--- src/rtl/sipo_deframer.sv ---
// Serial-in/parallel-out deframer: assembles N-bit words from a bit stream and
// hands them to a stallable consumer through a one-word holding register.
module sipo_deframer #(
  parameter int N         = 8,
  parameter bit MSB_FIRST = 1'b0,
  parameter int CW        = $clog2(N)
) (
  input  logic          clk,
  input  logic          rst,
  input  logic          clr,
  input  logic          shift_en,
  input  logic          serial_in,
  input  logic          en_o,
  output logic          out_valid,
  input  logic          out_ready,
  output logic [N-1:0]  parallel_out,
  output logic [CW-1:0] bit_cnt,
  output logic          overflow
);

  logic [N-1:0] sreg, sreg_nxt, hold;
  logic         last, take, drain;

  if (MSB_FIRST) begin : g_msb
    assign sreg_nxt = {sreg[N-2:0], serial_in};
  end else begin : g_lsb
    assign sreg_nxt = {serial_in, sreg[N-1:1]};
  end

  // last: this edge samples the Nth bit; the word is sreg_nxt
  assign last  = shift_en && (bit_cnt == CW'(N-1));
  assign drain = out_valid && out_ready;
  assign take  = last && (!out_valid || out_ready);

  always_ff @(posedge clk or negedge rst) begin
    if (!rst) begin
      sreg      <= '0;
      bit_cnt   <= '0;
      hold      <= '0;
      out_valid <= 1'b0;
      overflow  <= 1'b0;
    end else if (clr) begin
      sreg      <= '0;
      bit_cnt   <= '0;
      hold      <= '0;
      out_valid <= 1'b0;
      overflow  <= 1'b0;
    end else begin
      if (shift_en) begin
        sreg    <= sreg_nxt;
        bit_cnt <= last ? '0 : bit_cnt + 1'b1;
      end
      // a completed word either lands in hold or is dropped; hold never moves under stall
      if (take) begin
        hold      <= sreg_nxt;
        out_valid <= 1'b1;
      end else if (last) begin
        overflow  <= 1'b1;
      end else if (drain) begin
        out_valid <= 1'b0;
      end
    end
  end

  assign parallel_out = en_o ? hold : '0;

endmodule

--- config.mk ---
export PLATFORM = sky130hd
export DESIGN_NAME = sipo_deframer
export DESIGN_NICKNAME = d
export VERILOG_FILES = /design/src/rtl/sipo_deframer.sv
export SDC_FILE = /design/constraint.sdc
export NUM_CORES = 1
export LEC_CHECK = 0
export ABC_CLOCK_PERIOD_IN_PS = 1600
export CAP_MARGIN = 20
export CORE_ASPECT_RATIO = 0.75
export CORE_MARGIN = 2
export CORE_UTILIZATION = 45
export DETAILED_ROUTE_END_ITERATION = 7
export GPL_ROUTABILITY_DRIVEN = 0
export PLACE_DENSITY = 0.82
export SLEW_MARGIN = 20
export SYNTH_ARGS = -nofsm -noshare
export SYNTH_HDL_FRONTEND = slang
export SYNTH_SLANG_ARGS = --single-unit
--- constraint.sdc ---
create_clock -name clk -period 1.6 [get_ports clk]
set_clock_uncertainty 0.15 [all_clocks]
set_input_delay 0.32 -clock clk [delete_from_list [all_inputs] [get_ports clk]]
set_output_delay 0.32 -clock clk [all_outputs]
set_load 0.02 [all_outputs]
# Yosys cells after proc, flatten, opt, wreduce, memory -nomap -nowiden
# Cells that the tools add are included.
dict set report classes {
  eq_ne 3
  mux 15
  add_sub_neg 1
  n_reduce_logical 11
}
# op count
set ops {}
lappend ops {{2-to-1 mux 8 bit} 5}
lappend ops {{2-to-1 mux 3 bit} 3}
lappend ops {{2-to-1 mux 1 bit} 7}
lappend ops {{nonzero test 2 bit} 3}
lappend ops {{AND reduction 2 bit} 2}
lappend ops {{adder 3 x 1 -> 3 bit, second input constant} 1}
lappend ops {{equality test 3 bit, second input constant} 1}
lappend ops {{logical AND 1 bit} 3}
lappend ops {{inequality test 3 x 2 -> 1 bit, second input constant} 1}
lappend ops {{nonzero test 3 bit} 1}
lappend ops {{inequality test 2 bit, second input constant} 1}
lappend ops {{logical NOT 1 bit} 1}
lappend ops {{logical OR 1 bit} 1}
dict set report word_totals {
  input_bits 7
  out_inout_bits 13
  word_cells 35
  register_bits 21
}

# Logic depth before layout (Yosys ltp)
# Gate-level depths: netlist (run 1).
dict set report depth {
  word_depth 5
  depth_mapped 5
  mapped_depth_nobuf 5
}

# Worst setup path before layout (run 1)
# Ideal clock, no wire load.
dict set report synth_timing {
  path_type {register to register}
  startpoint {reg bit_cnt[0]}
  endpoint {reg hold[0]}
  period_less_slack_ns 1.539
  path_slack_ns 0.061
  path_stages_with_launch 6
  arrival_time_ns 1.309
  setup_time_ns 0.079
  required_time_ns 1.371
  cell_sequence {dfrtp_1 ha_1 ha_1 nand2_2 nor2_8 mux2i_1}
}
dict set report synth_between {
  elab_chain_cells 4
}
# item line
set synth_lines {}
lappend synth_lines {{start: declaration} 17} ;# output logic [CW-1:0] bit_cnt,
lappend synth_lines {{start signal: assignment} 51} ;# bit_cnt <= last ? '0 : bit_cnt + 1'b1;
lappend synth_lines {{equality test 3 bit} 31} ;# assign last = shift_en && (bit_cnt == CW'(N-1));
lappend synth_lines {{logical AND 1 bit} 31}
lappend synth_lines {{logical AND 1 bit} 33} ;# assign take = last && (!out_valid || out_ready);
lappend synth_lines {{nonzero test 2 bit (no line)} n/a}
lappend synth_lines {{end signal: assignment} 55} ;# hold <= sreg_nxt;
lappend synth_lines {{end: declaration} 21} ;# logic [N-1:0] sreg, sreg_nxt, hold;
# No other way between the ends.
# A chain may end at the register's enable or synchronous reset.

# Worst setup path after layout (run 1)
dict set report layout_timing {
  startpoint {reg bit_cnt[0]}
  endpoint {reg hold[5]}
}
# Same word-level chain as after synthesis.

==> metrics, run 1 <==
status=completed; largest net degree at the start of global routing=29; Final period util=0.956; # Max-Cap Violations=0; TritonRoute pass-1 iters=4; CTS buffer count=3; row count=14; maximum VDD drop=0.497 mV; routed via count=681; Synth Net Count=97; Yosys cell types=17; Finished Cell Area=1230 µm²; Syn Area/Cell=11.2 µm²; RSZ-0062 raised after global routing=yes; clock root buffer=clkbuf_4; clk_lat worst skew=0.30 ns; largest area contributor in the netlist=dfrtp_1; commonest cells in the netlist=dfrtp_1, mux2i_1, nand2b_1, nor2_1, and2_1; Crit. End Element=register; sequential share of power=0.614; synth-to-layout area growth=25.3%; worst-path cell with the longest stage delay=dfrtp_1; Sink Count=20; aggregate global-route resource usage=0.179; CTS tree=done; ys flop type=dfrtp_1; Worst setup SP type=register; total wire length=1.91 mm; Post-synth EDFFs=0; leak pwr=0.599 nW; height of the die=44.5 µm; number of port buffers=19; Post-Syn Area=983 µm²; final max-slew violation count=0; Sw Share=0.234; DPL Wire Length=1.34 mm; antenna-violating nets left=0; area of the die=2580 µm²; CP Data Arrival Time=1.61 ns; placed cell area=1220 µm²; Ys Warns=0; Cell Chain, Critical Path=ha_2 > ha_4 > nand2_2 > nor2_8 > mux2i_2; PD cells=684 nW/µm²; Yosys reg bits=20; GR Overflow Total=0; drt first-iter violations=9; Fillers=172; Total Power=0.843 mW; starting density of the core=0.484; number of remaining DRC errors=0; Worst Setup SP=bit_cnt[0]$_DFFE_PN0P_; crit-path max cell delay=0.39 ns; crit path max fanout=8; Synth top area share=0.509; min Tclk post-route=1.53 ns; mean number of vias per cell=4.97; Final Hold Vio Count=0; FMAX=654 MHz; Logic pwr share=0.107; H-tree depth=1; count leader, synth=dfrtp_1; Cell Int Power=0.646 mW; # diodes=0; # IOs=20; global-route wire length before repair=3.13 mm; fraction of layout cells with a size suffix above 1=0.221; die width=58.0 µm; CP required=1.68 ns; Total Nets Final=124; worst r2r src=bit_cnt[0]$_DFFE_PN0P_; Async SR Flop Fraction=1.00; Net Switching=0.197 mW; cts hold-fix bufs=0; Crit Path Category=register to register; vias in the first global route=646; clock share of power=0.278; Core ar.=2030 µm²; clock transition at the registers of the reported paths=0.10 ns; actual transition at the worst max-transition pin=0.255 ns; placed cell count=131; type of the most critical hold path=input port to async pin; WHS=0.188 ns; WL/cell=13.9 µm; post-synthesis sequential area ratio=0.509; Setup-failing EPs final=0; ranking of synthesized cells by area=dfrtp_1, mux2i_1, nand2b_1; Slew Limit Headroom=0.830; Mapped Cells=88; Longest Clk Path Bufs=2; Non-Filler Instances=137; antenna violations before repair=0
==> power groups by stage <==
stage                     Sequential, mW  Clock (mW)  Combinational [mW]
after floorplan                    0.532           0              0.0383
after global placement             0.527           0              0.0899
after detailed placement           0.528           0              0.0915
after CTS                          0.518       0.246              0.0915
after global routing               0.519       0.277              0.0999
final                              0.518       0.234              0.0905
==> layer usage <==
layer | vias up | GRT usage | part of all wire | wire length [µm]
met5 | - | 0 | 0 | 0
met4 | 0 | 0.126 | 0.029 | 56
met3 | 4 | 0.0643 | 0.073 | 139
met2 | 24 | 0.255 | 0.43 | 814
met1 | 315 | 0.227 | 0.47 | 896
li1 | 338 | - | - | -
==> area by class of cell <==
cell class	instances	area, µm²	share of cell area
clock buffers	3	22.5	0.0183
inverters	1	3.75	0.00305
multi-input cells	63	472	0.383
flip-flops and latches	20	500	0.406
well taps	24	30.0	0.0244
repair buffers	26	204	0.165
==> sequential cells by signal, indices dropped and copies added, names as in the netlist <==
signal and flops:
overflow 1, bit_cnt 3, sreg 7, hold 8, out_valid 1
==> layout by cell type (no fill, tap or decap), types with 2 or more instances in the layout <==
master / Yosys / layout
nor2_1: 11 / 11
a21oi_1: 3 / 3
mux2i_1: 16 / 15
and2_1: 8 / 8
buf_2: 3 / 7
dlygate4sd2_1: 0 / 5
buf_4: 0 / 6
clkbuf_4: 0 / 3
nand2b_1: 16 / 16
dfrtp_1: 20 / 20
clkbuf_2: 0 / 2
clkdlybuf4s50_1: 0 / 5
==> logic make-up (layout without fill, tap and decap cells) <==
group                    after synthesis  after routing  share of synthesized area
buffers and inverters                  5             30                     0.0305
adder cells (fa/ha/maj)                2              2                     0.0254
flip-flops                            20             20                      0.509
AND/OR/NAND/NOR                       41             41                      0.251
multiplexers                          16             16                      0.163
AO/OA/AOI/OAI                          4              4                     0.0216
==> per-stage QoR <==
stage / setup TNS (ns) / util / setup WS [ns]
floorplan: 0 / - / 0.0615
detailed placement: -4.45 / 0.600 / -0.530
finish: 0 / 0.607 / 0.0705
CTS: 0 / 0.622 / 0.000870
global route: -0.00380 / 0.607 / -0.00380
global placement: -3.85 / 0.600 / -0.500
==> final timing paths <==
path | to | slack [ns] | cells past startpoint
worst max register to register | hold[5]$_DFFE_PN0P_ | 0.07 | 5
worst min register to register | overflow$_DFFE_PN0P_ | 0.38 | 2
worst min-delay path | hold[6]$_DFFE_PN0P_ | 0.19 | 2
max in group asynchronous | bit_cnt[1]$_DFFE_PN0P_ | 0.91 | 2
worst max-delay path | hold[5]$_DFFE_PN0P_ | 0.07 | 5
min in group clk | overflow$_DFFE_PN0P_ | 0.38 | 2
==> critical path: cells and delay by family, from the launching register on <==
kind,cells,cell delay (ns)
muxes,1,0.25
DFF,1,0.39
adders and majority gates,2,0.37
and+or+nand+nor,2,0.29
==> repair_timing <==
item,CTS,global route
buffers inserted,1,2
setup endpoints to repair,21,16
gates resized for setup,31,12
pin swaps,1,2
(Power assumes the default switching activity.)
==> run 2, diff against run 1 <==
==> config.mk (replaced) <==
export PLATFORM = sky130hd
export DESIGN_NAME = sipo_deframer
export DESIGN_NICKNAME = d
export VERILOG_FILES = /design/src/rtl/sipo_deframer.sv
export SDC_FILE = /design/constraint.sdc
export NUM_CORES = 1
export LEC_CHECK = 0
export ABC_CLOCK_PERIOD_IN_PS = 1900
export CAP_MARGIN = 10
export CORE_ASPECT_RATIO = 0.75
export CORE_MARGIN = 2
export CORE_UTILIZATION = 29
export DETAILED_ROUTE_END_ITERATION = 7
export GPL_ROUTABILITY_DRIVEN = 0
export PLACE_DENSITY = 0.61
export SLEW_MARGIN = 20
export SYNTH_ARGS = -nofsm -noshare
export SYNTH_HDL_FRONTEND = slang
export SYNTH_SLANG_ARGS = --single-unit
==> constraint.sdc (replaced) <==
create_clock -name clk -period 1.9 [get_ports clk]
set_clock_uncertainty 0.15 [all_clocks]
set_input_delay 0.38 -clock clk [delete_from_list [all_inputs] [get_ports clk]]
set_output_delay 0.38 -clock clk [all_outputs]
set_load 0.02 [all_outputs]
==> run 2 against run 1 <==
Effect of this change:
- power fell by 7.2%
- die area grew 50%
- cell count grew 10%
- wire length decreased by 2.8%
- flip-flop and latch count unchanged
- clock-buffer cell count is the same
- critical path type is now register to output pin
==> metrics, run 2 (same netlist as run 1, synthesis figures left out) <==
status=completed (unchanged); Total Nets Final=122 (was 124); vias in the first global route=699 (was 646); worst-path cell with the longest stage delay=clkdlybuf4s50_1 (was dfrtp_1); leak pwr=0.598 nW (was 0.599 nW); clock transition at the registers of the reported paths=0.07 ns (was 0.10 ns); sequential cell area=500 µm² (unchanged); routed via count=678 (was 681); fraction of layout cells with a size suffix above 1=0.0991 (was 0.221); Fillers=321 (was 172); number of remaining DRC errors=0 (unchanged); GR Overflow Total=0 (unchanged); Final period util=0.944; number of port buffers=19 (unchanged); total wire length=1.85 mm (was 1.91 mm); Worst setup SP type=register (unchanged); CP required=1.37 ns (was 1.68 ns); Slew Limit Headroom=0.823 (was 0.830); # Max-Cap Violations=0 (unchanged); mean number of vias per cell=4.49 (was 4.97); global-route wire length before repair=3.14 mm (was 3.13 mm); setup bufs post-CTS=0 (was 1); type of the most critical hold path=input port to async pin (unchanged); final max-slew violation count=0 (unchanged); reg2reg path depth=5 (unchanged); crit path max fanout=4 (was 8); row count=18 (was 14); maximum VDD drop=0.262 mV (was 0.497 mV); biggest registers after layout=hold: 8 flops, sreg: 7 flops, bit_cnt: 3 flops (unchanged); CP Data Arrival Time=1.26 ns (was 1.61 ns); antenna-violating nets left=0 (unchanged); Crit Path Category=register to output pin (was register to register); CTS tree=done (unchanged); commonest cells after routing, fill and taps aside=dfrtp_1, mux2i_1, nand2b_1 (was dfrtp_1, nand2b_1, mux2i_1); max reg flops=8 (unchanged); Top delay family on crit path=buffers and inverters (was flip-flops); Crit. End Element=output pin (was register); Non-Filler Instances=151 (was 137); clock root buffer=clkbuf_8 (was clkbuf_4); area of the die=3880 µm² (was 2580 µm²); worst reg2reg endpoint=hold[0]$_DFFE_PN0P_ (was hold[5]$_DFFE_PN0P_); drt first-iter violations=37 (was 9); CTS buffer count=3 (unchanged); synth-to-layout area growth=28.6% (was 25.3%); height of the die=54.4 µm (was 44.5 µm); crit-path max cell delay=0.62 ns (was 0.39 ns); aggregate global-route resource usage=0.106 (was 0.179); Final Hold Vio Count=0 (unchanged); FMAX=558 MHz; Cell Chain, Critical Path=clkdlybuf4s50_1 (was ha_2 > ha_4 > nand2_2 > nor2_8 > mux2i_2); # diodes=0 (unchanged); antenna violations before repair=0 (unchanged); Multi-input gate area=453 µm² (was 472 µm²); Worst R2R Setup Slack=0.34 ns (was 0.07 ns); clk_lat worst skew=0.25 ns (was 0.30 ns); Setup-failing EPs final=0 (unchanged); placed cell count=148 (was 131); PD cells=618 nW/µm² (was 684 nW/µm²); actual transition at the worst max-transition pin=0.265 ns (was 0.255 ns); Sink Count=20 (unchanged); Top reg by flops=hold (unchanged); starting density of the core=0.301 (was 0.484); largest net degree at the start of global routing=26 (was 29); Core ar.=3270 µm² (was 2030 µm²); RSZ-0062 raised after global routing=no (was yes); H-tree depth=1 (unchanged); TritonRoute pass-1 iters=4 (unchanged); CP Buf/Inv Count=1 (was 0); commonest non-fill, non-tap cell in the layout=dfrtp_1 (unchanged); worst r2r src=bit_cnt[0]$_DFFE_PN0P_ (unchanged); # IOs=20 (unchanged); Longest Clk Path Bufs=2 (unchanged); DPL Wire Length=1.34 mm (about the same); die width=71.2 µm (was 58.0 µm); WL/cell=12.3 µm (was 13.9 µm); setup TNS=0 ns (unchanged); min Tclk post-route=1.79 ns
## run 2: cell count changes in the layout (fill, tap and decap cells not counted), moves of 3 or more
cell             before  now
clkbuf_4              3    0
dlygate4sd2_1         5    9
clkbuf_8              0    3
buf_2                 7    0
clkdlybuf4s50_1       5   10
## run 2: metrics by stage
step / hold WS [ns] / area [µm²] / utilization / setup slack, ns / total power [mW]
3_3_place_gp: 0.335 / 1230 / 0.378 / -0.358 / 0.519
4_1_cts: 0.323 / 1260 / 0.387 / 0.0995 / 0.796
3_5_place_dp: 0.350 / 1230 / 0.378 / -0.378 / 0.521
5_1_grt: 0.353 / 1260 / 0.387 / 0.0612 / 0.810
2_1_floorplan: -0.0656 / 983 / - / 0.361 / 0.480
6_report: 0.316 / 1260 / 0.387 / 0.107 / 0.782
## run 2: cell type report
cell class,instances,area share
clock buffer,3,0.0326
inverter,1,0.00297
multi-input combinational,63,0.358
sequential,20,0.396
tap,40,0.0396
timing repair buffer,24,0.171
## run 2: power breakdown
part           leakage (nW)  internal [mW]  switching, mW
clock                0.0216          0.141          0.130
combinational         0.299         0.0371         0.0370
sequential            0.277          0.431        0.00531
total                 0.598          0.609          0.172
## run 2: how the worst max path moves through the flow
stage	from	endpoint	slack (ns)	cells past startpoint
floorplan	bit_cnt[0]$_DFFE_PN0P_	hold[0]$_DFFE_PN0P_	0.36	5
finish	bit_cnt[0]$_DFFE_PN0P_	bit_cnt[0]	0.11	1
global placement	en_o	parallel_out[2]	-0.36	3
global route	bit_cnt[0]$_DFFE_PN0P_	bit_cnt[0]	0.06	1
detailed placement	en_o	parallel_out[5]	-0.38	3
CTS	bit_cnt[0]$_DFFE_PN0P_	bit_cnt[0]	0.1	1
## run 2: per-layer routing
| metal | GRT usage | vias up | share of wire |
|---|---|---|---|
| met4 | 0.0252 | 0 | 0.011 |
| met5 | 0 | - | 0 |
| met3 | 0.0442 | 2 | 0.052 |
| met1 | 0.120 | 328 | 0.44 |
| li1 | - | 335 | - |
| met2 | 0.190 | 13 | 0.49 |
## run 2: what timing repair did
action | 4_1_cts | 5_1_grt
endpoints found under the setup margin | 8 | 0
hold buffers | 0 | 0
gates resized for setup | 9 | 0
==> run 3, diff against run 2 <==
--- a/config.mk
+++ b/config.mk
@@ -9,10 +9,10 @@
 export CAP_MARGIN = 10
 export CORE_ASPECT_RATIO = 0.75
 export CORE_MARGIN = 2
-export CORE_UTILIZATION = 29
+export CORE_UTILIZATION = 35
 export DETAILED_ROUTE_END_ITERATION = 7
 export GPL_ROUTABILITY_DRIVEN = 0
-export PLACE_DENSITY = 0.61
+export PLACE_DENSITY = 0.69
 export SLEW_MARGIN = 20
 export SYNTH_ARGS = -nofsm -noshare
 export SYNTH_HDL_FRONTEND = slang
==> run 3 against run 2 <==
Effect of this change:
- first-iteration DRC count shrank 24%
- sequential power is essentially flat
- critical path depth is the same
- highest routed layer is now met3
- worst hold slack lost 0.0019 ns
- global-route usage rose by 1.4 points
- via count down 0.59%
- setup slack worse by 0.017 ns
- combinational power fell by 2%
- flip-flop and latch count unchanged
- core utilization is 9.2 points higher
- sequential share of layout area about the same
==> metrics, run 3 (same netlist as run 1, synthesis figures left out) <==
status=completed (unchanged); # IOs=20 (unchanged); Final Hold Vio Count=0 (unchanged); commonest non-fill, non-tap cell in the layout=dfrtp_1 (unchanged); Worst R2R Setup Slack=0.30 ns (was 0.34 ns); Fillers=267 (was 321); type of the most critical hold path=input port to async pin (unchanged); number of remaining DRC errors=0 (unchanged); CP required=1.37 ns (about the same); Final period util=0.953 (was 0.944); clk_lat worst skew=0.25 ns (about the same); commonest cells after routing, fill and taps aside=dfrtp_1, mux2i_1, nand2b_1 (unchanged); TritonRoute pass-1 iters=6 (was 4); biggest registers after layout=hold: 8 flops, sreg: 7 flops, bit_cnt: 3 flops (unchanged); number of port buffers=19 (unchanged); starting density of the core=0.372 (was 0.301); FMAX=552 MHz (was 558 MHz); global-route wire length before repair=2.94 mm (was 3.14 mm); Crit Path Category=register to output pin (unchanged); GR Overflow Total=0 (unchanged); H-tree depth=1 (unchanged); largest net degree at the start of global routing=29 (was 26); Crit. End Element=output pin (unchanged); antenna violations before repair=0 (unchanged); mean number of vias per cell=4.59 (was 4.49); worst r2r src=bit_cnt[0]$_DFFE_PN0P_ (unchanged); crit-path max cell delay=0.63 ns (was 0.62 ns); Longest Clk Path Bufs=2 (unchanged); crit path max fanout=4 (unchanged); Finished Core Util=0.479 (was 0.387); Sink Count=20 (unchanged); die width=65.2 µm (was 71.2 µm); synth-to-layout area growth=28.8% (was 28.6%); cell count along the critical path=1 (unchanged); Cell Int Power=0.651 mW (was 0.609 mW); Net Switching=0.175 mW (was 0.172 mW); sequential cell area=500 µm² (unchanged); row count=16 (was 18); clock transition at the registers of the reported paths=0.07 ns (about the same); Worst Setup SP=bit_cnt[0]$_DFFE_PN0P_ (unchanged); worst-path cell with the longest stage delay=clkdlybuf4s50_1 (unchanged); sequential share of power=0.528 (was 0.559); CP Buf/Inv Count=1 (unchanged); CP Data Arrival Time=1.28 ns (was 1.26 ns); Core ar.=2640 µm² (was 3270 µm²); clock share of power=0.384 (was 0.347); actual transition at the worst max-transition pin=0.258 ns (was 0.265 ns); antenna-violating nets left=0 (unchanged); Sw Share=0.212 (was 0.220); DPL Wire Length=1.23 mm (was 1.34 mm); height of the die=49.9 µm (was 54.4 µm); Slew Limit Headroom=0.828 (was 0.823); leak pwr=0.601 nW (was 0.598 nW); Worst setup SP type=register (unchanged); Multi-input gate area=453 µm² (unchanged); reg2reg path depth=5 (unchanged); Worst setup endpoint=bit_cnt[0] (unchanged); setup TNS=0 ns (unchanged); Cell Chain, Critical Path=clkdlybuf4s50_1 (unchanged); fraction of layout cells with a size suffix above 1=0.0991 (unchanged); maximum VDD drop=0.437 mV (was 0.262 mV); max reg flops=8 (unchanged); Logic pwr share=0.088 (was 0.095); Top delay family on crit path=buffers and inverters (unchanged); total wire length=1.74 mm (was 1.85 mm); clock root buffer=clkbuf_8 (unchanged); Setup-failing EPs final=0 (unchanged); final max-slew violation count=0 (unchanged); # diodes=0 (unchanged); area of the die=3250 µm² (was 3880 µm²); # Max-Cap Violations=0 (unchanged); drt first-iter violations=28 (was 37); routed via count=674 (was 678); CTS buffer count=3 (unchanged); worst reg2reg endpoint=hold[5]$_DFFE_PN0P_ (was hold[0]$_DFFE_PN0P_); RSZ-0062 raised after global routing=no (unchanged); Total Nets Final=121 (was 122); Top reg by flops=hold (unchanged); min Tclk post-route=1.81 ns (was 1.79 ns); WL/cell=11.8 µm (was 12.3 µm); cts hold-fix bufs=0 (unchanged); PD cells=653 nW/µm² (was 618 nW/µm²); CTS tree=done (unchanged); vias in the first global route=658 (was 699); aggregate global-route resource usage=0.120 (was 0.106)
-- run 3: cell types whose count changed in the layout (fill, tap and decap cells not counted) --
cell      change
buf_4         -1
clkbuf_8      +1
-- run 3: area by class of cell --
cell class	instances	area share
clock buffers	4	0.0435
repair buffers	23	0.165
inverters	1	0.00296
multi-input cells	63	0.358
flip-flops and latches	20	0.395
well taps	36	0.0356
-- run 3: worst min path at each step --
stage | from | to | slack (ns) | depth (start not counted)
global placement | overflow$_DFFE_PN0P_ | overflow$_DFFE_PN0P_ | 0.34 | 2
finish | rst | hold[2]$_DFFE_PN0P_ | 0.31 | 2
detailed placement | overflow$_DFFE_PN0P_ | overflow$_DFFE_PN0P_ | 0.34 | 2
floorplan | rst | bit_cnt[0]$_DFFE_PN0P_ | -0.07 | 0
global route | rst | hold[5]$_DFFE_PN0P_ | 0.34 | 2
CTS | rst | hold[3]$_DFFE_PN0P_ | 0.33 | 2
-- run 3: worst reg2reg max path, cell delays in order, from the launching register on --
cell and delay, ns:
dfrtp_1 0.40, ha_1 0.17, ha_1 0.24, nand2_2 0.11
nor2_8 0.20, mux2i_1 0.24
-- run 3: metrics by stage --
stage	instance area (µm²)	setup WS, ns	hold WS [ns]	std cells	total power [mW]
2_1_floorplan	983	0.361	-0.0656	88	0.480
5_1_grt	1270	0.0478	0.341	147	0.866
3_5_place_dp	1220	-0.359	0.336	143	0.519
3_3_place_gp	1220	-0.364	0.342	143	0.517
6_report	1270	0.0897	0.315	147	0.827
4_1_cts	1270	0.0828	0.329	147	0.842
-- run 3: what timing repair did --
action                     in CTS  in global routing
buffers inserted                0                  0
gates resized for setup         9                  0
setup endpoints to repair       8                  0
-- run 3: routing by layer --
metal  wire [µm]  vias up  global-route usage
li1            -      331                   -
met1         891      325               0.159
met2         751       18               0.184
met3          96        0              0.0502
met4           0        0              0.0208
met5           0        -                   0
-- run 3: power groups by stage --
stage / sequential [mW] / combinational [mW] / clock [mW]
after detailed placement: 0.445 / 0.0745 / 0
after floorplan: 0.448 / 0.0323 / 0
after global placement: 0.444 / 0.0731 / 0
final: 0.436 / 0.0724 / 0.318
after global routing: 0.437 / 0.0803 / 0.348
after CTS: 0.436 / 0.0738 / 0.332
